File: src/rtl/score_display_sched.sv
// Shares the two-digit 7-segment score display between the player and dealer hands.
// The two sources get round-robin dwell slots. Each score is converted to tens/ones by
// repeated subtraction, and a bust hand (>21) blinks.
module score_display_sched #(
  parameter int unsigned DWELL_CYCLES = 50000000,
  parameter int unsigned BLINK_CYCLES = 12500000,
  parameter int unsigned SCORE_W      = 5
) (
  input  logic               clk,
  input  logic               rst_n,
  input  logic [SCORE_W-1:0] p_score,
  input  logic               p_valid,
  input  logic [SCORE_W-1:0] d_score,
  input  logic               d_valid,
  input  logic               dealer_reveal,
  output logic [0:6]         seg_ones,
  output logic [0:6]         seg_tens,
  output logic               show_dealer,
  output logic               busy
);

  localparam int unsigned DWELL_W = (DWELL_CYCLES > 1) ? $clog2(DWELL_CYCLES) : 1;
  localparam int unsigned BLINK_W = (BLINK_CYCLES > 1) ? $clog2(BLINK_CYCLES) : 1;
  localparam logic [DWELL_W-1:0] DWELL_LAST = DWELL_W'(DWELL_CYCLES - 1);
  localparam logic [BLINK_W-1:0] BLINK_LAST = BLINK_W'(BLINK_CYCLES - 1);
  localparam logic [0:6]         SEG_BLANK  = 7'b1111111;
  localparam logic               SRC_PLAYER = 1'b0;
  localparam logic               SRC_DEALER = 1'b1;

  typedef enum logic [1:0] {
    S_IDLE    = 2'd0,
    S_LOAD    = 2'd1,
    S_CONVERT = 2'd2,
    S_SHOW    = 2'd3
  } state_e;

  // Digit to active-low segment pattern a..g
  function automatic logic [0:6] seg_of(input logic [3:0] digit);
    logic [0:6] pat;
    case (digit)
      4'd0:    pat = 7'b0000001;
      4'd1:    pat = 7'b1001111;
      4'd2:    pat = 7'b0010010;
      4'd3:    pat = 7'b0000110;
      4'd4:    pat = 7'b1001100;
      4'd5:    pat = 7'b0100100;
      4'd6:    pat = 7'b0100000;
      4'd7:    pat = 7'b0001111;
      4'd8:    pat = 7'b0000000;
      4'd9:    pat = 7'b0001100;
      default: pat = SEG_BLANK;
    endcase
    return pat;
  endfunction

  state_e               state_q, state_d;
  logic                 sel_q, sel_d;
  logic [SCORE_W-1:0]   rem_q, rem_d;
  logic [SCORE_W-1:0]   snap_q, snap_d;
  logic [1:0]           tens_q, tens_d;
  logic                 keep_dwell_q, keep_dwell_d;
  logic [DWELL_W-1:0]   dwell_q, dwell_d;
  logic [BLINK_W-1:0]   blink_cnt_q, blink_cnt_d;
  logic                 blink_phase_q, blink_phase_d;
  logic [0:6]           disp_tens_q, disp_tens_d;
  logic [0:6]           disp_ones_q, disp_ones_d;
  logic [0:6]           seg_tens_q, seg_tens_d;
  logic [0:6]           seg_ones_q, seg_ones_d;
  logic                 show_dealer_q, show_dealer_d;
  logic                 busy_q, busy_d;

  logic                 p_elig, d_elig, sel_elig, other_elig, dwell_done;
  logic [SCORE_W-1:0]   live_score;
  logic [0:6]           tens_pat;

  assign p_elig     = p_valid;
  assign d_elig     = d_valid & dealer_reveal;
  assign sel_elig   = (sel_q == SRC_DEALER) ? d_elig : p_elig;
  assign other_elig = (sel_q == SRC_DEALER) ? p_elig : d_elig;
  assign live_score = (sel_q == SRC_DEALER) ? d_score : p_score;
  assign dwell_done = (dwell_q == DWELL_LAST);
  assign tens_pat   = (tens_q == 2'd0) ? SEG_BLANK : seg_of({2'b00, tens_q});

  // Scheduler, converter, blink timer and display next-state logic
  always_comb begin
    state_d       = state_q;
    sel_d         = sel_q;
    rem_d         = rem_q;
    snap_d        = snap_q;
    tens_d        = tens_q;
    keep_dwell_d  = keep_dwell_q;
    dwell_d       = dwell_q;
    blink_cnt_d   = blink_cnt_q + BLINK_W'(1);
    blink_phase_d = blink_phase_q;
    disp_tens_d   = disp_tens_q;
    disp_ones_d   = disp_ones_q;
    seg_tens_d    = seg_tens_q;
    seg_ones_d    = seg_ones_q;
    show_dealer_d = show_dealer_q;

    if (blink_cnt_q == BLINK_LAST) begin
      blink_cnt_d   = '0;
      blink_phase_d = ~blink_phase_q;
    end

    case (state_q)
      S_IDLE: begin
        if (p_elig || d_elig) begin
          state_d      = S_LOAD;
          sel_d        = other_elig ? ~sel_q : sel_q;
          keep_dwell_d = 1'b0;
        end
      end
      S_LOAD: begin
        rem_d   = live_score;
        snap_d  = live_score;
        tens_d  = 2'd0;
        state_d = S_CONVERT;
      end
      S_CONVERT: begin
        if (rem_q >= SCORE_W'(10)) begin
          rem_d  = rem_q - SCORE_W'(10);
          tens_d = tens_q + 2'd1;
        end else begin
          state_d       = S_SHOW;
          disp_tens_d   = tens_pat;
          disp_ones_d   = seg_of(rem_q[3:0]);
          show_dealer_d = sel_q;
          if (!keep_dwell_q) begin
            dwell_d = '0;
          end
        end
      end
      S_SHOW: begin
        dwell_d = dwell_done ? '0 : dwell_q + DWELL_W'(1);
        if (!sel_elig) begin
          if (other_elig) begin
            state_d      = S_LOAD;
            sel_d        = ~sel_q;
            keep_dwell_d = 1'b0;
          end else begin
            state_d     = S_IDLE;
            disp_tens_d = SEG_BLANK;
            disp_ones_d = SEG_BLANK;
            seg_tens_d  = SEG_BLANK;
            seg_ones_d  = SEG_BLANK;
          end
        end else if (live_score != snap_q) begin
          state_d      = S_LOAD;
          keep_dwell_d = 1'b1;
        end else if (dwell_done && other_elig) begin
          state_d      = S_LOAD;
          sel_d        = ~sel_q;
          keep_dwell_d = 1'b0;
        end
      end
      default: state_d = S_IDLE;
    endcase

    // Display digits while showing; bust hands blank on the odd blink phase
    if (state_d == S_SHOW) begin
      if ((snap_d > SCORE_W'(21)) && blink_phase_d) begin
        seg_tens_d = SEG_BLANK;
        seg_ones_d = SEG_BLANK;
      end else begin
        seg_tens_d = disp_tens_d;
        seg_ones_d = disp_ones_d;
      end
    end

    busy_d = (state_d == S_LOAD) || (state_d == S_CONVERT);
  end

  // State and output registers
  always_ff @(posedge clk or negedge rst_n) begin
    if (!rst_n) begin
      state_q       <= S_IDLE;
      sel_q         <= SRC_DEALER;
      rem_q         <= '0;
      snap_q        <= '0;
      tens_q        <= 2'd0;
      keep_dwell_q  <= 1'b0;
      dwell_q       <= '0;
      blink_cnt_q   <= '0;
      blink_phase_q <= 1'b0;
      disp_tens_q   <= SEG_BLANK;
      disp_ones_q   <= SEG_BLANK;
      seg_tens_q    <= SEG_BLANK;
      seg_ones_q    <= SEG_BLANK;
      show_dealer_q <= 1'b0;
      busy_q        <= 1'b0;
    end else begin
      state_q       <= state_d;
      sel_q         <= sel_d;
      rem_q         <= rem_d;
      snap_q        <= snap_d;
      tens_q        <= tens_d;
      keep_dwell_q  <= keep_dwell_d;
      dwell_q       <= dwell_d;
      blink_cnt_q   <= blink_cnt_d;
      blink_phase_q <= blink_phase_d;
      disp_tens_q   <= disp_tens_d;
      disp_ones_q   <= disp_ones_d;
      seg_tens_q    <= seg_tens_d;
      seg_ones_q    <= seg_ones_d;
      show_dealer_q <= show_dealer_d;
      busy_q        <= busy_d;
    end
  end

  assign seg_tens    = seg_tens_q;
  assign seg_ones    = seg_ones_q;
  assign show_dealer = show_dealer_q;
  assign busy        = busy_q;

endmodule

File: config.mk
export PLATFORM = sky130hd
export DESIGN_NAME = score_display_sched
export DESIGN_NICKNAME = d
export VERILOG_FILES = /design/src/rtl/score_display_sched.sv
export SDC_FILE = /design/constraint.sdc
export NUM_CORES = 1
export LEC_CHECK = 0
export CORE_ASPECT_RATIO = 0.9
export CORE_MARGIN = 10
export CORE_UTILIZATION = 30
export DETAILED_ROUTE_END_ITERATION = 10
export MAX_ROUTING_LAYER = met4
export PLACE_DENSITY = 0.46
export SLEW_MARGIN = 20
export SYNTH_ARGS = -nofsm -noshare
export SYNTH_HDL_FRONTEND = slang
export SYNTH_SLANG_ARGS = --single-unit
export TNS_END_PERCENT = 1
File: constraint.sdc
create_clock -name clk -period 2.63 [get_ports clk]
set_input_delay 0.3945 -clock clk [delete_from_list [all_inputs] [get_ports clk]]
set_output_delay 0.3945 -clock clk [all_outputs]
set_load 0.01 [all_outputs]
==> run metrics, run 1 <==
Max VDD drop=0.3814 mV; critical path required time=2.91 ns; Core Rows=45; launch point of the worst reg-to-reg path=sel_q; DRT Pass-1 Iters=4; Final Worst Setup Slack=-0.2126 ns; Post-synth ARST share=1.000; mapped cell area=0.005194 sq mm; I/O pin cnt=31; vias=3978; min Tclk post-route=2.843 ns; flop2flop setup slack=-0.21 ns; area of the multi-input gates=0.002636 sq mm; H-tree levels=3; chip width=158.7 um; Synth top area share=0.3276; DRT Wirelength=12.35 mm; Overflow after GRT=0; Post-synth EDFFs=0; worst-margin pin slew=1.089 ns; post-synth cell types=63; CP max FO=7; relative slew slack=0.2686; Critical Path, Cell by Cell=buf_8, mux2_4, xor2_1, nor2_2, nand3_2, a21oi_2, ha_2, o221ai_2, a211oi_4, buf_6, buf_12, mux2_2; DR iter-0 viols=190; RSZ-0062 raised after global routing=yes; CTS tree=yes; syn_area_per_cell=10.26 sq um; pre-CTS WS=-0.3994 ns; design area=0.006598 sq mm; Post-Layout Cell Count=827; share of layout cells above drive strength 1=0.2500; Final Hold Viols=0; TritonCTS Buffers=9; largest net degree at the start of global routing=52; antenna cells=0; Num Clock Sinks=97; Post-synth top flop=dfrtp_1; Final Skew=0.009110 ns; WL/cell=14.93 um; Die Y-Extent=144.8 um; Pwr per Cell Area=1023 mW/mm^2; port buffer count=30; Yosys top cell by area=dfrtp_1; post-synthesis register bit count=97; sequential share of the synthesized area=0.4743; # DRC=0; CORE AREA=0.01695 sq mm; Slew Limit Fails=0; Area after DPL=0.006120 sq mm; final setup TNS=-2.554 ns; fillcell total=1672; Antenna Nets Post-Route=0; FMAX=0.3518 GHz; RR Endpoint=seg_ones[6]; CTS clk-pin slew, worst paths=0.07 ns; Pleak=2.729 nW; setup violators final=14; Skew-Pair Late Insertion Delay=0.35 ns; commonest non-fill, non-tap cell in the layout=dfrtp_1; Crit-path slowest cell=dfstp_2; gp weighted congestion=0.8128; Syn Nets=534; failing checks=setup timing; Initial Utilization=0.3065; period utilisation layout=1.081; R2R cell count=12; vias in the first global route=3961; Max Cap Viol=0; most frequent cells in the layout=dfrtp_1, buf_4, nor2_1; Placed Cells=803; Arr. time, crit path=3.12 ns; Post-Syn Instances=506; HPWL after DPL=8.761 mm; Syn. warnings=0; top cells by area, synth=dfrtp_1, dfstp_2, xnor2_1; Setup CP Type=reg2reg; outcome=finished with violations; hold slack=0.07550 ns; crit end category=flop; CP max stage delay=0.59 ns; post-cts hold buffer count=0; fin nets=615; register area=0.002464 sq mm; die area=0.02298 sq mm; first-pass GRT wire length=20.91 mm; Root Driver=clkbuf_16; post-detailed-route via-to-cell ratio=4.810; Max Root-Sink Buffers=2; Hold WC Path Type=in2async; Critical Path Source Type=flop; GR Util All Layers=0.1172; initial antenna violation count=0; Layout area overhead=27.03%
## what timing repair did
action	in CTS	in global routing
hold endpoints to repair	0	0
setup endpoints to repair	14	14
resized for setup	7	5
buffers inserted	5	2
cloned	1	0
pin swaps	5	6
## cell usage after synthesis (12+ instances only)
| cell | n |
|---|---|
| nand2_1 | 44 |
| inv_1 | 13 |
| xnor2_1 | 23 |
| mux2_4 | 12 |
| ha_1 | 13 |
| dfstp_2 | 29 |
| nand4_1 | 19 |
| a21oi_1 | 16 |
| xor2_1 | 14 |
| nor2_1 | 50 |
| o21ai_0 | 39 |
| dfrtp_1 | 68 |
| nand3_1 | 27 |
## registers in the layout, indices dropped and copies added, names as in the netlist
signal	count
busy	1
disp_tens_q	7
rem_q	5
keep_dwell_q	1
show_dealer	1
dwell_q	26
sel_q	1
seg_tens	7
snap_q	5
blink_phase_q	1
state_q	2
disp_ones_q	7
seg_ones	7
blink_cnt_q	24
tens_q	2
## kinds of logic (layout without fill, tap and decap cells)
logic type               count (synthesis)  after routing  synth area share
AO/OA/AOI/OAI                           96             96            0.1224
XOR/XNOR                                37             37           0.06239
adder cells (fa/ha/maj)                 13             13           0.03132
buffers and inverters                   32            118           0.03276
flip-flops                              97             97            0.4743
multiplexers                            28             28           0.07059
AND/OR/NAND/NOR                        203            203            0.2062
## where the power goes
group | leakage, nW | internal (W) | switching (W)
logic | 1.37 | 0.00156 | 0.00159
clock network | 0.159 | 0.000831 | 0.000600
registers | 1.20 | 0.00193 | 0.000244
total | 2.73 | 0.00432 | 0.00243
## stage by stage
stage | utilization | power, W
6_report | 0.3893 | 0.006751
5_1_grt | 0.3893 | 0.007269
4_1_cts | 0.3864 | 0.006810
3_5_place_dp | 0.3611 | 0.005125
3_3_place_gp | 0.3611 | 0.005088
2_1_floorplan | - | 0.004063
## worst max path at each step
stage	startpoint	end	slack [ns]	cells after the start
after detailed placement	d_valid	seg_ones[6]	-0.40	12
after floorplan	sel_q	seg_ones[0]	-0.11	11
after CTS	sel_q	seg_ones[6]	-0.25	12
after global routing	sel_q	seg_ones[6]	-0.33	12
after global placement	d_valid	seg_ones[1]	-0.32	11
final	sel_q	seg_ones[6]	-0.21	12
## cell type report
class,count,area share
Multi-Input combinational cell,377,0.3996
Sequential cell,97,0.3734
Timing Repair Buffer,88,0.1254
Tap cell,235,0.04457
Clock buffer,12,0.04058
Clock inverter,4,0.008534
Inverter,14,0.007965
## critical path: cells and delay by family (launching register included)
family / cells / cell delay (ns)
simple gates: 2 / 0.30
xor+xnor: 1 / 0.15
compound gates: 3 / 0.43
flops: 1 / 0.59
fa+ha+maj: 1 / 0.22
mux: 2 / 0.65
buf+inv: 3 / 0.42
## metal layers
metal  routed length [um]  share of wire  global-route usage
met5                    0              0                   -
met4                  140          0.011             0.03556
met3                  440          0.036             0.02538
met2                 5462           0.44              0.1706
met1                 6303           0.51              0.1598
Power figures use the tool's default switching activity.
==> run 2: changes to the inputs <==
--- a/config.mk
+++ b/config.mk
@@ -8,6 +8,7 @@
 export CORE_ASPECT_RATIO = 0.9
 export CORE_MARGIN = 10
 export CORE_UTILIZATION = 30
+export CTS_BUF_LIST = sky130_fd_sc_hd__clkbuf_4
 export DETAILED_ROUTE_END_ITERATION = 10
 export MAX_ROUTING_LAYER = met4
 export PLACE_DENSITY = 0.46
==> run 2 against run 1 <==
  * The run still ends with setup timing left
  * Non-clock buffer count fell by 6
  * Hold slack improved by 0.40 ns
  * Routed wire length fell by 1.2%
  * Register-to-register slack improved by 0.05 ns
  * Clock-buffer cell count fell by 2
  * Critical path type unchanged
  * First-iteration DRC count rose by 21%
  * Critical path depth fell by 1
==> run metrics, run 2 (synthesis results as in run 1) <==
Hold WC Path Type=in2async (unchanged); port buffer count=30 (unchanged); Die Y-Extent=144.8 um (unchanged); DRT Pass-1 Iters=4 (unchanged); Crit. Startpoint=sel_q (unchanged); failing checks=setup timing (unchanged); Arr. time, crit path=3.21 ns (was 3.12 ns); CORE AREA=0.01695 sq mm (unchanged); vias in the first global route=3940 (was 3961); Core Rows=45 (unchanged); CP max FO=14 (was 7); largest net degree at the start of global routing=52 (unchanged); CTS clk-pin slew, worst paths=0.16 ns (was 0.07 ns); busiest layer in global routing=met2 (unchanged); Root Driver=clkbuf_4 (was clkbuf_16); Overflow after GRT=0 (unchanged); Final Worst Setup Slack=-0.1625 ns (was -0.2126 ns); grt met3 use=0.02449 (was 0.02538); die area=0.02298 sq mm (unchanged); GR Util All Layers=0.1165 (was 0.1172); fillcell total=1700 (was 1672); crit end category=flop (unchanged); Critical Path Source Type=flop (unchanged); min Tclk post-route=2.792 ns (was 2.843 ns); Setup CP Type=reg2reg (unchanged); launch point of the worst reg-to-reg path=sel_q (unchanged); fin nets=609 (was 615); post-detailed-route via-to-cell ratio=4.800 (was 4.810); chip width=158.7 um (unchanged); Tot Pwr=0.006092 W (was 0.006751 W); Num Clock Sinks=97 (unchanged); CTS tree=yes (unchanged); pre-CTS WS=-0.3994 ns (unchanged); FMAX=0.3581 GHz (was 0.3518 GHz); R2R cell count=11 (was 12); DR iter-0 viols=230 (was 190); share of layout cells above drive strength 1=0.2355 (was 0.2500); initial antenna violation count=1 (was 0); Final Skew=0.02046 ns (was 0.009110 ns); met1 usage in global routing=0.1592 (was 0.1598); Pwr per Cell Area=957.5 mW/mm^2 (was 1023 mW/mm^2); RSZ-0062 raised after global routing=yes (unchanged); setup violators final=14 (unchanged); max FFs per register=26 (unchanged); H-tree levels=3 (unchanged); critical path required time=3.05 ns (was 2.91 ns); Max Root-Sink Buffers=2 (unchanged); hold slack=0.4724 ns (was 0.07550 ns); first-pass GRT wire length=20.81 mm (was 20.91 mm); largest registers=dwell_q (26), blink_cnt_q (24) (unchanged); commonest non-fill, non-tap cell in the layout=dfrtp_1 (unchanged); Slew Limit Fails=0 (unchanged); Max VDD drop=0.3440 mV (was 0.3814 mV); outcome=finished with violations (unchanged); Antenna Nets Post-Route=0 (unchanged); met2 usage=0.1684 (was 0.1706); vias=3965 (was 3978); I/O pin cnt=31 (unchanged); Max Cap Viol=0 (unchanged); WL/cell=14.77 um (was 14.93 um); TritonCTS Buffers=9 (unchanged); # DRC=0 (unchanged); largest register by flop count=dwell_q (unchanged); flop2flop setup slack=-0.16 ns (was -0.21 ns); relative slew slack=0.2335 (was 0.2686); period utilisation layout=1.062 (was 1.081); Initial Utilization=0.3065 (unchanged); Pleak=2.623 nW (was 2.729 nW); gp weighted congestion=0.8128 (unchanged); RR Endpoint=seg_ones[5] (was seg_ones[6]); Layout area overhead=22.50% (was 27.03%); Final Hold Viols=0 (unchanged); HPWL after DPL=8.761 mm (unchanged); most frequent cells in the layout=dfrtp_1, nor2_1, buf_4 (was dfrtp_1, buf_4, nor2_1); Skew-Pair Late Insertion Delay=0.47 ns (was 0.35 ns); DRT Wirelength=12.20 mm (was 12.35 mm); worst-margin pin slew=1.141 ns (was 1.089 ns)
[run 2: changes by cell type in the layout (fill, tap and decap cells not counted), sizes merged]
| cell | change |
|---|---|
| bufinv | +1 |
| diode | +5 |
| clkinv | +1 |
| buf | -7 |
| clkbuf | -2 |
| dlygate4sd3 | +1 |
[run 2: per-stage QoR]
stage                 util  area (sq um)  cells  TNS (ns)
detailed placement  0.3611          6120    803    -5.103
global placement    0.3611          6120    803    -4.120
finish              0.3754          6362    826    -2.093
CTS                 0.3737          6334    821    -2.294
floorplan                -          5224    506    -1.052
global route        0.3754          6362    826    -3.883
[run 2: worst max path at each step]
stage             endpoint  slack (ns)  depth (start not counted)
2_1_floorplan  seg_ones[0]       -0.11                         11
3_3_place_gp   seg_ones[1]       -0.32                         11
3_5_place_dp   seg_ones[6]       -0.40                         12
4_1_cts        seg_ones[1]       -0.19                         10
5_1_grt        seg_ones[5]       -0.30                         11
6_report       seg_ones[5]       -0.16                         11
[run 2: metal layers]
metal | routed length, um | vias to the layer above
met5 | 0 | -
met4 | 155 | 0
met3 | 445 | 12
met2 | 5294 | 48
met1 | 6304 | 1937
li1 | - | 1968
[run 2: critical path, stage by stage (launching register included)]
cell and delay (ns):
dfstp_2 0.61, buf_8 0.16, mux2_4 0.33, xor2_1 0.15, nor2_2 0.15, nand3_2 0.12
a21oi_2 0.15, ha_2 0.22, o221ai_2 0.12, a211oi_4 0.21, buf_12 0.20, mux2_4 0.31
[run 2: where the power goes]
part | internal (W) | switching, W
Sequential | 0.00193 | 0.000240
Combinational | 0.00143 | 0.00156
Clock | 0.000402 | 0.000538
Total | 0.00375 | 0.00234
[run 2: final cells by class]
type / count / area (sq um) / area share
multi-input combinational: 377 / 2626 / 0.4128
clock inverter: 6 / 90.09 / 0.01416
antenna: 5 / 12.51 / 0.001967
inverter: 14 / 52.55 / 0.008260
tap: 235 / 294.0 / 0.04621
clock buffer: 10 / 75.07 / 0.01180
timing repair buffer: 82 / 748.2 / 0.1176
sequential: 97 / 2464 / 0.3872
[run 2: what timing repair did]
item | in CTS | in global routing
pin swaps | 1 | 2
endpoints found under the setup margin | 14 | 14
setup buffers | 1 | 0
resized for setup | 8 | 3
hold buffers | 1 | 0
cloned | 0 | 0
endpoints found under the hold margin | 24 | 0
